==> src/rtl/cmd_pkg.sv <==
// Shared types and sizes for the 2048x16 command ring.
// Used by both the ring writer and cmd_reader.
package cmd_pkg;

  localparam int CMD_ADDR_W = 11;
  localparam int CMD_DATA_W = 16;
  localparam int CMD_DEPTH  = 2048;

  typedef struct packed {
    logic [7:0] len;
    logic [7:0] sym_id;
  } cmd_hdr_t;

  typedef enum logic {
    ST_HDR,
    ST_PAYLOAD
  } rd_state_e;

  function automatic logic [7:0] hdr_len(
    input logic [CMD_DATA_W-1:0] w
  );
    cmd_hdr_t h;
    h = w;
    return h.len;
  endfunction

endpackage

==> src/rtl/cmd_obuf.sv <==
// Small synchronous FIFO between the RAM read port and the
// command stream; dout reads as zero while empty.
module cmd_obuf
  import cmd_pkg::*;
#(
  parameter int DEPTH = 4
) (
  input  logic                    clk,
  input  logic                    rst,
  input  logic                    push,
  input  logic [CMD_DATA_W-1:0]   din,
  input  logic                    pop,
  output logic [CMD_DATA_W-1:0]   dout,
  output logic [$clog2(DEPTH):0]  count,
  output logic                    empty
);

  localparam int AW = $clog2(DEPTH);

  logic [CMD_DATA_W-1:0] mem_q [DEPTH];
  logic [AW-1:0]         wr_q, wr_d;
  logic [AW-1:0]         rd_q, rd_d;
  logic [AW:0]           cnt_q, cnt_d;
  logic                  pop_ok;

  assign empty  = (cnt_q == '0);
  assign count  = cnt_q;
  assign pop_ok = pop && !empty;
  assign dout   = empty ? '0 : mem_q[rd_q];

  always_comb begin
    wr_d  = wr_q + AW'(push);
    rd_d  = rd_q + AW'(pop_ok);
    cnt_d = cnt_q + (AW+1)'(push) - (AW+1)'(pop_ok);
  end

  always_ff @(posedge clk) begin
    if (rst) begin
      wr_q  <= '0;
      rd_q  <= '0;
      cnt_q <= '0;
    end else begin
      wr_q  <= wr_d;
      rd_q  <= rd_d;
      cnt_q <= cnt_d;
    end
  end

  always_ff @(posedge clk) begin
    if (push) mem_q[wr_q] <= din;
  end

endmodule

==> src/rtl/cmd_reader.sv <==
// Command ring read engine: fetches words, frames header/payload.
// Optional CMD_COUNT port via CMD_READER_COUNT_EN.
module cmd_reader
  import cmd_pkg::*;
#(
  parameter int OBUF_DEPTH = 4
) (
  input  logic                  CLK,
  input  logic                  RST,
  input  logic [CMD_ADDR_W-1:0] WR_PTR,
  output logic [CMD_ADDR_W-1:0] RD_PTR,
  output logic                  RE,
  output logic [CMD_ADDR_W-1:0] RADDR,
  input  logic [CMD_DATA_W-1:0] RDATA,
  output logic                  CMD_VALID,
  input  logic                  CMD_READY,
  output logic [CMD_DATA_W-1:0] CMD_DATA,
`ifdef CMD_READER_COUNT_EN
  output logic                  CMD_LAST,
  output logic [15:0]           CMD_COUNT
`else
  output logic                  CMD_LAST
`endif
);

  localparam int CW = $clog2(OBUF_DEPTH) + 1;

  logic [CMD_ADDR_W-1:0] rd_ptr_q, rd_ptr_d;
  logic                  inflight_q, inflight_d;
  rd_state_e             state_q, state_d;
  logic [7:0]            rem_q, rem_d;
  logic [CW-1:0]         ob_count;
  logic [CW-1:0]         occ;
  logic                  ob_empty;
  logic [CMD_DATA_W-1:0] ob_dout;
  logic                  fetch, pop, last;

  cmd_obuf #(
    .DEPTH (OBUF_DEPTH)
  ) u_obuf (
    .clk   (CLK),
    .rst   (RST),
    .push  (inflight_q),
    .din   (RDATA),
    .pop   (pop),
    .dout  (ob_dout),
    .count (ob_count),
    .empty (ob_empty)
  );

  // inflight word already owns a slot, so count it as occupancy
  assign occ   = ob_count + CW'(inflight_q);
  assign fetch = (rd_ptr_q != WR_PTR) && (occ < CW'(OBUF_DEPTH));
  assign pop   = !ob_empty && CMD_READY;

  assign RD_PTR    = rd_ptr_q;
  assign RADDR     = rd_ptr_q;
  assign RE        = fetch;
  assign CMD_VALID = !ob_empty;
  assign CMD_DATA  = ob_dout;
  assign CMD_LAST  = !ob_empty && last;

  always_comb begin
    rd_ptr_d   = rd_ptr_q + CMD_ADDR_W'(fetch);
    inflight_d = fetch;
  end

  always_comb begin
    state_d = state_q;
    rem_d   = rem_q;
    last    = 1'b0;
    unique case (state_q)
      ST_HDR: begin
        last = (hdr_len(ob_dout) == 8'd0);
        if (pop && !last) begin
          rem_d   = hdr_len(ob_dout);
          state_d = ST_PAYLOAD;
        end
      end
      ST_PAYLOAD: begin
        last = (rem_q == 8'd1);
        if (pop) begin
          rem_d = rem_q - 8'd1;
          if (last) state_d = ST_HDR;
        end
      end
    endcase
  end

  always_ff @(posedge CLK) begin
    if (RST) begin
      rd_ptr_q   <= '0;
      inflight_q <= 1'b0;
      state_q    <= ST_HDR;
      rem_q      <= '0;
    end else begin
      rd_ptr_q   <= rd_ptr_d;
      inflight_q <= inflight_d;
      state_q    <= state_d;
      rem_q      <= rem_d;
    end
  end

`ifdef CMD_READER_COUNT_EN
  logic [15:0] cnt_q, cnt_d;

  assign CMD_COUNT = cnt_q;

  always_comb begin
    cnt_d = cnt_q + 16'(pop && last);
  end

  always_ff @(posedge CLK) begin
    if (RST) cnt_q <= '0;
    else     cnt_q <= cnt_d;
  end
`endif

endmodule

==> config.mk <==
export PLATFORM = sky130hd
export DESIGN_NAME = cmd_reader
export DESIGN_NICKNAME = d
export VERILOG_FILES = /design/src/rtl/cmd_pkg.sv /design/src/rtl/cmd_obuf.sv /design/src/rtl/cmd_reader.sv
export SDC_FILE = /design/constraint.sdc
export NUM_CORES = 1
export LEC_CHECK = 0
export ABC_CLOCK_PERIOD_IN_PS = 2730
export BUFFER_PORTS_ARGS = -buffer_cell sky130_fd_sc_hd__buf_2
export CELL_PAD_IN_SITES_DETAIL_PLACEMENT = 0
export CELL_PAD_IN_SITES_GLOBAL_PLACEMENT = 1
export CORE_UTILIZATION = 38
export DETAILED_ROUTE_END_ITERATION = 6
export PLACE_DENSITY = 0.79
export SLEW_MARGIN = 20
export SYNTH_ARGS = -nofsm -noshare
export SYNTH_HDL_FRONTEND = slang
export SYNTH_SLANG_ARGS = --single-unit
==> constraint.sdc <==
create_clock -name CLK -period 2.73 [get_ports CLK]
set_input_delay 0.273 -clock CLK [delete_from_list [all_inputs] [get_ports CLK]]
set_output_delay 0.273 -clock CLK [all_outputs]
set_load 0.1 [all_outputs]
==> reports/metrics.yaml, run 1 <==
critPathKind: "flop to output pin"
vias_per_cell: 4.96
fp.dieW_um: 106
antenna_left: 0
report.final.slew_viol_count: 0
grt_pass1_wl_mm: 12.3
nNetsFinal: 394
initial_utilization_pct: 39.4
hold_start: "RDATA[13]"
area_growth_pct: 17.8
syn-num-nets: 324
synthFlopType: "edfxtp_1"
drt-total-wl_mm: 7.73
finClkSkew_ns: 0.0182
synthDistinctLibCells: 42
hold_buffers: 0
n_fill_cell: 949
dieArea_um2: 11200
yosys-top-cells-count: "edfxtp_1, dfxtp_1, nor2_1"
drive_gt1_share_pct: 34.3
arrival_ns: 2.35
cts.sinks: 92
yosysSeqAreaShare_pct: 60.7
track_usage_pct: 14.6
max_freq_mhz: 382
async_flop_share_pct: 0
maxCapViolations: 0
design_area_um2: 4820
hold_violations: 0
cp_max_fo: 7
num_io_pins: 71
grt_pass1_vias: 2455
startpoint: "u_obuf.rd_q[0]"
crit_chain: "buf_12 -> mux4_1 -> nor4_4 -> nand3b_4 -> a21oi_4 -> buf_12"
setup_viol: 0
grt_antenna_before_repair: 1
relSlewSlack_pct: 44.9
dieHeight_um: 106
tightestPinTransition_ns: 0.826
status: "completed"
synth_area_leaders: "edfxtp_1, dfxtp_1, mux4_1"
drc: 0
placedInstanceArea_um2: 4560
cts_tree: "yes"
yosys.area.top_type: "edfxtp_1"
r2r-start: "inflight_q"
synth_edf_count: 64
numPortBuffers: 70
worst_hold_path_type: "input port to flop"
path_common_cell: "buf_12"
coreArea_um2: 10400
htreeDepth: 3
yosys_warnings: 0
cp.required_ns: 2.46
cp_slowest_cell: "mux4_1"
wire_per_inst_um: 15.6
vias: 2455
finalCritPeriodShare_pct: 96.0
dp_hpwl_mm: 5.35
clock_latency_ns: 0.36
synthDominantCellAreaShare_pct: 47.0
overflow: 0
startpoint_type: "flop"
synth.most_common_cell: "edfxtp_1"
crit_path_end_kind: "output pin"
gp_congestion: 0.749
fin_ws_ns: 0.110
drt_iter0_markers: 105
std_cell_rows: 37
period_minus_slack_ns: 2.62
clk_pin_slew_ns: 0.10
synthCells: 284
avgSynthCellArea_um2: 14.4
cts_made_buffers: 9
cp_slowest_stage_delay_ns: 0.61
synth_area_um2: 4090
pre_cts_ws_ns: 0.274
crit_buf_inv: 2
antenna_cells: 0
drt_first_pass_iters: 4
cts_root_buffer: "clkbuf_8"
grt_max_degree: 26
cts_buffer_depth: 2
cp_top_family: "multiplexers"
ys_seq_elements: 92
state kept, by name, indices dropped and copies added, names as in the netlist:
register,cells
RADDR,11
inflight_q,1
rem_q,8
state_q,1
u_obuf.count,3
u_obuf.mem_q,64
u_obuf.rd_q,2
u_obuf.wr_q,2
cell usage in the layout (no fill, tap or decap), drive strengths merged, types with 7 or more instances in the layout:
master and n:
clkbuf 10, dfxtp 28, and3 8, nand3 8, buf 81, ha 10, inv 8, and2 16
nor2b 7, edfxtp 64, nor2 23, xor2 18, mux4 16, nand2 13, o22ai 7
metal layers:
metal | track usage (%) | up-vias | wire (um)
li1 | - | 1187 | -
met1 | 19.1 | 1172 | 3580
met2 | 22.9 | 80 | 3580
met3 | 3.96 | 16 | 445
met4 | 5.95 | 0 | 131
met5 | 0 | - | 0
timing repair:
item | CTS | global route
buffers inserted | 0 | 3
pin swaps | 0 | 2
resized for setup | 1 | 4
setup endpoints to repair | 1 | 1
path summary, 6_finish.rpt:
path                            slack, ns                   to  depth (start not counted)
worst max register to register       0.44            RADDR[10]                         10
worst max-delay path                 0.11             CMD_LAST                          6
worst min register to register       0.50             rem_q[5]                          2
worst min-delay path                 0.12  u_obuf.mem_q[0][13]                          1
layout make-up:
cell class | instances | area, um2 | area share [%]
clock buffer | 10 | 128 | 2.65
clock inverter | 6 | 71.3 | 1.48
inverter | 6 | 22.5 | 0.467
multi-input combinational | 164 | 1450 | 30.0
sequential | 92 | 2510 | 52.2
tap | 136 | 170 | 3.53
timing repair buffer | 81 | 464 | 9.63
through the flow:
step | TNS (ns) | cells | hold WS [ns] | util (%)
6_report | 0 | 495 | 0.124 | 46.5
5_1_grt | -0.00836 | 495 | 0.110 | 46.5
4_1_cts | 0 | 492 | 0.104 | 45.9
3_5_place_dp | 0 | 476 | 0.484 | 44.0
3_3_place_gp | 0 | 476 | 0.476 | 44.0
2_1_floorplan | -0.136 | 284 | 0.345 | -
kinds of logic after synthesis:
| kind of cell | after synthesis | share of synthesized area (%) |
|---|---|---|
| fa+ha+maj | 10 | 3.06 |
| flops | 92 | 60.7 |
| xor+xnor | 24 | 5.14 |
| mux | 18 | 10.1 |
| simple gates | 86 | 11.8 |
| buf+inv | 28 | 4.99 |
| compound gates | 26 | 4.16 |
Power of run 1 is not shown: default switching activity piles up to over one toggle a cycle in this logic, so the estimate is an artifact.
==> run 2: changes to the inputs <==
CTS_CLUSTER_DIAMETER = 120   (was not set)
PLACE_DENSITY = 0.77   (was 0.79)
==> run 2 against run 1 <==
Non-clock buffer count grew 5. Routed wire length shrank 0.26%. Critical path depth stayed put. Via count is 0.24% higher. Clock skew down 0.0060 ns. Final cell count increased by 1.0%. Critical path type unchanged. Highest routed layer unchanged. Utilization up 0.22 points. Sequential share of layout area down 0.24 points.
==> reports/metrics.yaml, run 2 (same netlist as run 1, synthesis figures left out) <==
numPortBuffers: 70  # unchanged
final_cell_mix: "buf_2, edfxtp_1, nor2_1"
register_area_um2: 2510  # unchanged
pre_cts_ws_ns: 0.231  # -0.0437 ns
antenna_cells: 0  # unchanged
num_io_pins: 71  # unchanged
status: "completed"
tightestPinTransition_ns: 0.826  # -0.0000798 ns
clk_pin_slew_ns: 0.11  # about the same
grt_pass1_vias: 2466  # +0.45%
n_fill_cell: 955  # +0.63%
initial_utilization_pct: 39.4  # unchanged
dp_hpwl_mm: 5.34  # -0.25%
vias_per_cell: 4.92  # -0.76%
maxCapViolations: 0  # unchanged
gp_congestion: 0.763  # +1.9%
track_usage_pct: 14.5  # -0.13 points
multi_input_area_um2: 1450  # unchanged
hold_start: "RDATA[4]"
power.density_nw_per_um2: 1190
area_growth_pct: 18.4
startpoint: "u_obuf.rd_q[1]"
grt_antenna_before_repair: 0  # -1
reg2reg_slack_ns: 0.42  # -0.02 ns
wl_met1_mm: 3.53  # -1.4%
fp.dieW_um: 106  # unchanged
cp.required_ns: 2.46  # about the same
cts_buffer_depth: 2  # unchanged
hold_buffers: 0  # unchanged
antenna_left: 0  # unchanged
drt_first_pass_iters: 4  # unchanged
hold_violations: 0  # unchanged
cts_root_buffer: "clkbuf_8"
drc: 0  # unchanged
r2r_cells: 9  # -1
drt_iter0_markers: 124  # +18%
routed.top_layer: "met4"
grt_setup_unrepaired: "false"
period_minus_slack_ns: 2.63  # +0.0101 ns
arrival_ns: 2.36  # about the same
wire_per_inst_um: 15.4  # -1.3%
coreArea_um2: 10400  # unchanged
clock_latency_ns: 0.35  # about the same
cp_max_fo: 8  # +1
std_cell_rows: 37  # unchanged
cts.sinks: 92  # unchanged
startpoint_type: "flop"
ir_drop_v: 0.00106
r2r-start: "RADDR[3]"
critPathKind: "flop to output pin"
worst_hold_path_type: "input port to flop"
largest_reg_flops: 64  # unchanged
reg2reg_to: "RADDR[10]"
fin_ws_ns: 0.0998  # -0.0101 ns
htreeDepth: 3  # unchanged
drt-total-wl_mm: 7.71  # -0.26%
setup_viol: 0  # unchanged
vias: 2461  # +0.24%
final_common_cell: "buf_2"
cts_made_buffers: 9  # unchanged
overflow: 0  # unchanged
min_to: "u_obuf.mem_q[0][4]"
whs_ns: 0.118  # -0.00556 ns
finalCritPeriodShare_pct: 96.3  # +0.37 points
relSlewSlack_pct: 44.9  # about the same
p_leak_nw: 1.92
cts_tree: "yes"
grt_pass1_wl_mm: 12.3  # -0.34%
route.met2.wl_mm: 3.67  # +2.6%
nNetsFinal: 399  # +1.3%
report.final.slew_viol_count: 0  # unchanged
dieHeight_um: 106  # unchanged
max_freq_mhz: 380  # -0.38%
crit_path_end_kind: "output pin"
regMostFlops: "u_obuf.mem_q"
grt_max_degree: 26  # unchanged
hold_depth: 1  # unchanged
finClkSkew_ns: 0.0121  # -0.00605 ns
wl_met3_um: 458  # +2.9%
dieArea_um2: 11200  # unchanged
drive_gt1_share_pct: 35.7  # +1.5 points
run 2: cell types whose count changed in the layout (fill, tap and decap cells not counted):
cell       delta
clkinv_4      -1
clkinv_8      +1
inv_8         +2
buf_6         -1
clkinv_1      -1
buf_12        -1
bufinv_16     -1
clkbuf_1      -1
buf_4         +7
inv_6         +1
run 2: metrics by stage:
stage / cells / utilization, % / setup TNS [ns] / power (mW) / area [um2]
final: 500 / 46.7 / 0 / 5.78 / 4840
after global routing: 500 / 46.7 / 0 / 6.07 / 4840
after CTS: 499 / 46.6 / 0 / 5.83 / 4830
after detailed placement: 479 / 44.2 / 0 / 4.87 / 4580
after global placement: 479 / 44.2 / 0 / 4.86 / 4580
after floorplan: 284 / - / -0.136 / 4.37 / 4140
run 2: timing repair:
action                     4_1_cts  5_1_grt
pin swaps                        2        3
setup buffers                    4        1
setup endpoints to repair        9        1
gates resized for setup          4        0
run 2: final cells by class:
type,instances,share of cell area (%)
clock inverter,7,1.58
sequential,92,52.0
inverter,6,0.465
multi-input combinational,164,29.9
tap,136,3.52
clock buffer,9,2.56
timing repair buffer,86,10.0
run 2: where the power goes:
part	leakage (nW)	switching, mW	internal, mW
Sequential	0.823	0.155	1.74
Clock	0.103	0.538	0.366
Combinational	0.996	2.20	0.781
run 2: worst max path at each step:
stage	end	slack (ns)
finish	CMD_LAST	0.1
global route	CMD_LAST	0.02
CTS	CMD_LAST	0.0003
detailed placement	CMD_LAST	0.23
global placement	CMD_LAST	0.29
floorplan	RADDR[10]	-0.14
run 2: routing by layer:
metal | GRT usage [%] | vias up
met3 | 4.45 | 5
met2 | 23.9 | 68
li1 | - | 1202
met1 | 18.3 | 1186
met5 | 0 | -
met4 | 3.87 | 0
run 2: worst max-delay path, stage by stage (launching register included):
cell and delay (ns):
dfxtp_1 0.59, buf_4 0.24, mux4_2 0.34, nor4_4 0.33, nand3b_4 0.14, a21oi_4 0.17
buf_12 0.19
(Power assumes the default switching activity.)
==> run 3: changes to the inputs <==
BUFFER_PORTS_ARGS = -buffer_cell sky130_fd_sc_hd__buf_4   (was -buffer_cell sky130_fd_sc_hd__buf_2)
RECOVER_POWER = 25   (was not set)
SLEW_MARGIN = 25   (was 20)
==> run 3 against run 2 <==
First-iteration DRC count down 15%. Combinational power up 3%. Register-to-register slack about the same. Routed wire length up 5.3%. Final cell count down 1.0%. Largest cell class unchanged. Highest routed layer unchanged.
==> reports/metrics.yaml, run 3 (same netlist as run 1, synthesis figures left out) <==
p_leak_nw: 1.87  # -2.8%
use_met1_pct: 19.5  # +1.2 points
antenna_cells: 0  # unchanged
cp_slowest_stage_delay_ns: 0.62  # +0.03 ns
cp.required_ns: 2.46  # about the same
nNetsFinal: 394  # -1.3%
p_switching_mw: 2.89  # about the same
drc: 0  # unchanged
tightestPinTransition_ns: 0.838  # +0.0117 ns
use_met3_pct: 4.39  # -0.062 points
period_minus_slack_ns: 2.62  # -0.0129 ns
grt_pass1_vias: 2527  # +2.5%
dieArea_um2: 11200  # unchanged
cts_root_buffer: "clkbuf_8"
ir_drop_v: 0.000845  # -21%
regMostFlops: "u_obuf.mem_q"
internal-power_mw: 2.96  # +2.3%
gp_congestion: 0.771  # +1.1%
dp_hpwl_mm: 5.62  # +5.2%
numPortBuffers: 70  # unchanged
grt_setup_unrepaired: "false"
fp.dieW_um: 106  # unchanged
overflow: 0  # unchanged
std_cell_rows: 37  # unchanged
cp_max_fo: 9  # +1
power.density_nw_per_um2: 1190  # -0.33%
grt_pass1_wl_mm: 12.9  # +4.6%
finalCritPeriodShare_pct: 95.9  # -0.47 points
maxCapViolations: 0  # unchanged
grt_antenna_before_repair: 0  # unchanged
drive_gt1_share_pct: 30.9  # -4.8 points
coreArea_um2: 10400  # unchanged
max_freq_mhz: 382  # +0.49%
swShare_pct: 49.5  # -0.56 points
pwr-share-clk_pct: 15.0  # -0.6 points
hold_violations: 0  # unchanged
antenna_left: 0  # unchanged
report.final.slew_viol_count: 0  # unchanged
busiest_layer: "met2"
cts_made_buffers: 9  # unchanged
area_growth_pct: 20.2
status: "completed"
dieHeight_um: 106  # unchanged
place_inst: 476  # -0.63%
finClkSkew_ns: 0.00894  # -0.00316 ns
vias_per_cell: 5.05  # +2.6%
worst_hold_path_type: "input port to flop"
crit_path_end_kind: "output pin"
track_usage_pct: 15.3  # +0.88 points
clock_latency_ns: 0.36  # about the same
use_met2_pct: 24.6  # +0.61 points
arrival_ns: 2.34  # -0.02 ns
critPathKind: "flop to output pin"
setup_tns_ns: 0  # unchanged
vias: 2500  # +1.6%
final_cell_mix: "buf_4, edfxtp_1, nor2_1"
relSlewSlack_pct: 44.2  # -0.78 points
drt_first_pass_iters: 4  # unchanged
cp_slowest_cell: "mux4_1"
htreeDepth: 3  # unchanged
drt_iter0_markers: 105  # -15%
final_cells: 495  # -1.0%
setup_viol: 0  # unchanged
cts_buffer_depth: 2  # unchanged
cts.sinks: 92  # unchanged
grt_max_degree: 26  # unchanged
startpoint_type: "flop"
crit_chain: "buf_6 -> mux4_1 -> nor4_4 -> nand3b_4 -> a21oi_4 -> buf_12"
pwr-share-seq_pct: 32.5  # -0.3 points
largest_reg_flops: 64  # unchanged
final_common_cell: "buf_4"
cts_tree: "yes"
num_io_pins: 71  # unchanged
drt-total-wl_mm: 8.12  # +5.3%
clk_pin_slew_ns: 0.10  # about the same
initial_utilization_pct: 39.4  # unchanged
power_frac_comb_pct: 52.4  # +0.9 points
wire_per_inst_um: 16.4  # +6.4%
run 3: per-stage QoR:
stage | cell area, um2 | worst slack, ns | util [%] | power (mW) | hold WS [ns]
floorplan | 4140 | -0.136 | - | 4.37 | 0.345
global placement | 4720 | 0.402 | 45.5 | 4.96 | 0.471
detailed placement | 4720 | 0.326 | 45.5 | 4.99 | 0.476
CTS | 4950 | 0.000694 | 47.7 | 5.90 | 0.0834
global route | 4920 | 0.00834 | 47.4 | 6.14 | 0.0919
finish | 4920 | 0.113 | 47.4 | 5.85 | 0.112
run 3: layout make-up:
class,count,area [um2]
clock buffer,9,124
clock inverter,7,67.6
fill,931,5450
inverter,6,22.5
multi-input combinational,164,1450
sequential,92,2510
tap,136,170
timing repair buffer,81,572
run 3: power groups by stage:
stage               Clock (mW)  Sequential, mW  Combinational (mW)
global route             0.959            1.93                3.25
CTS                      0.905            1.90                3.09
detailed placement           0            1.94                3.06
finish                   0.879            1.90                3.07
floorplan                    0            1.98                2.40
global placement             0            1.92                3.04
run 3: final timing paths:
check	cells after the start	slack, ns	startpoint	end
worst max-delay path	6	0.11	u_obuf.rd_q[0]	CMD_LAST
worst max register to register	10	0.43	inflight_q	RADDR[10]
worst min register to register	2	0.51	rem_q[5]	rem_q[5]
worst min-delay path	1	0.11	RDATA[10]	u_obuf.mem_q[0][10]
run 3: critical path, delay by kind of cell (launching register included):
family / cells / cell delay (ns)
simple gates: 2 / 0.48
flops: 1 / 0.36
mux: 1 / 0.62
buf+inv: 2 / 0.36
compound gates: 1 / 0.17
run 3: repair_timing:
action	in CTS	in global routing
resized for setup	4	3
hold buffers	0	0
setup endpoints to repair	1	1
pin swaps	2	1
setup buffers	3	0
hold endpoints to repair	0	0
run 3: routing by layer:
layer,share of wire [%],vias to the layer above
li1,-,1190
met2,48,90
met5,0,-
met4,1.6,0
met3,6.0,12
met1,44,1208
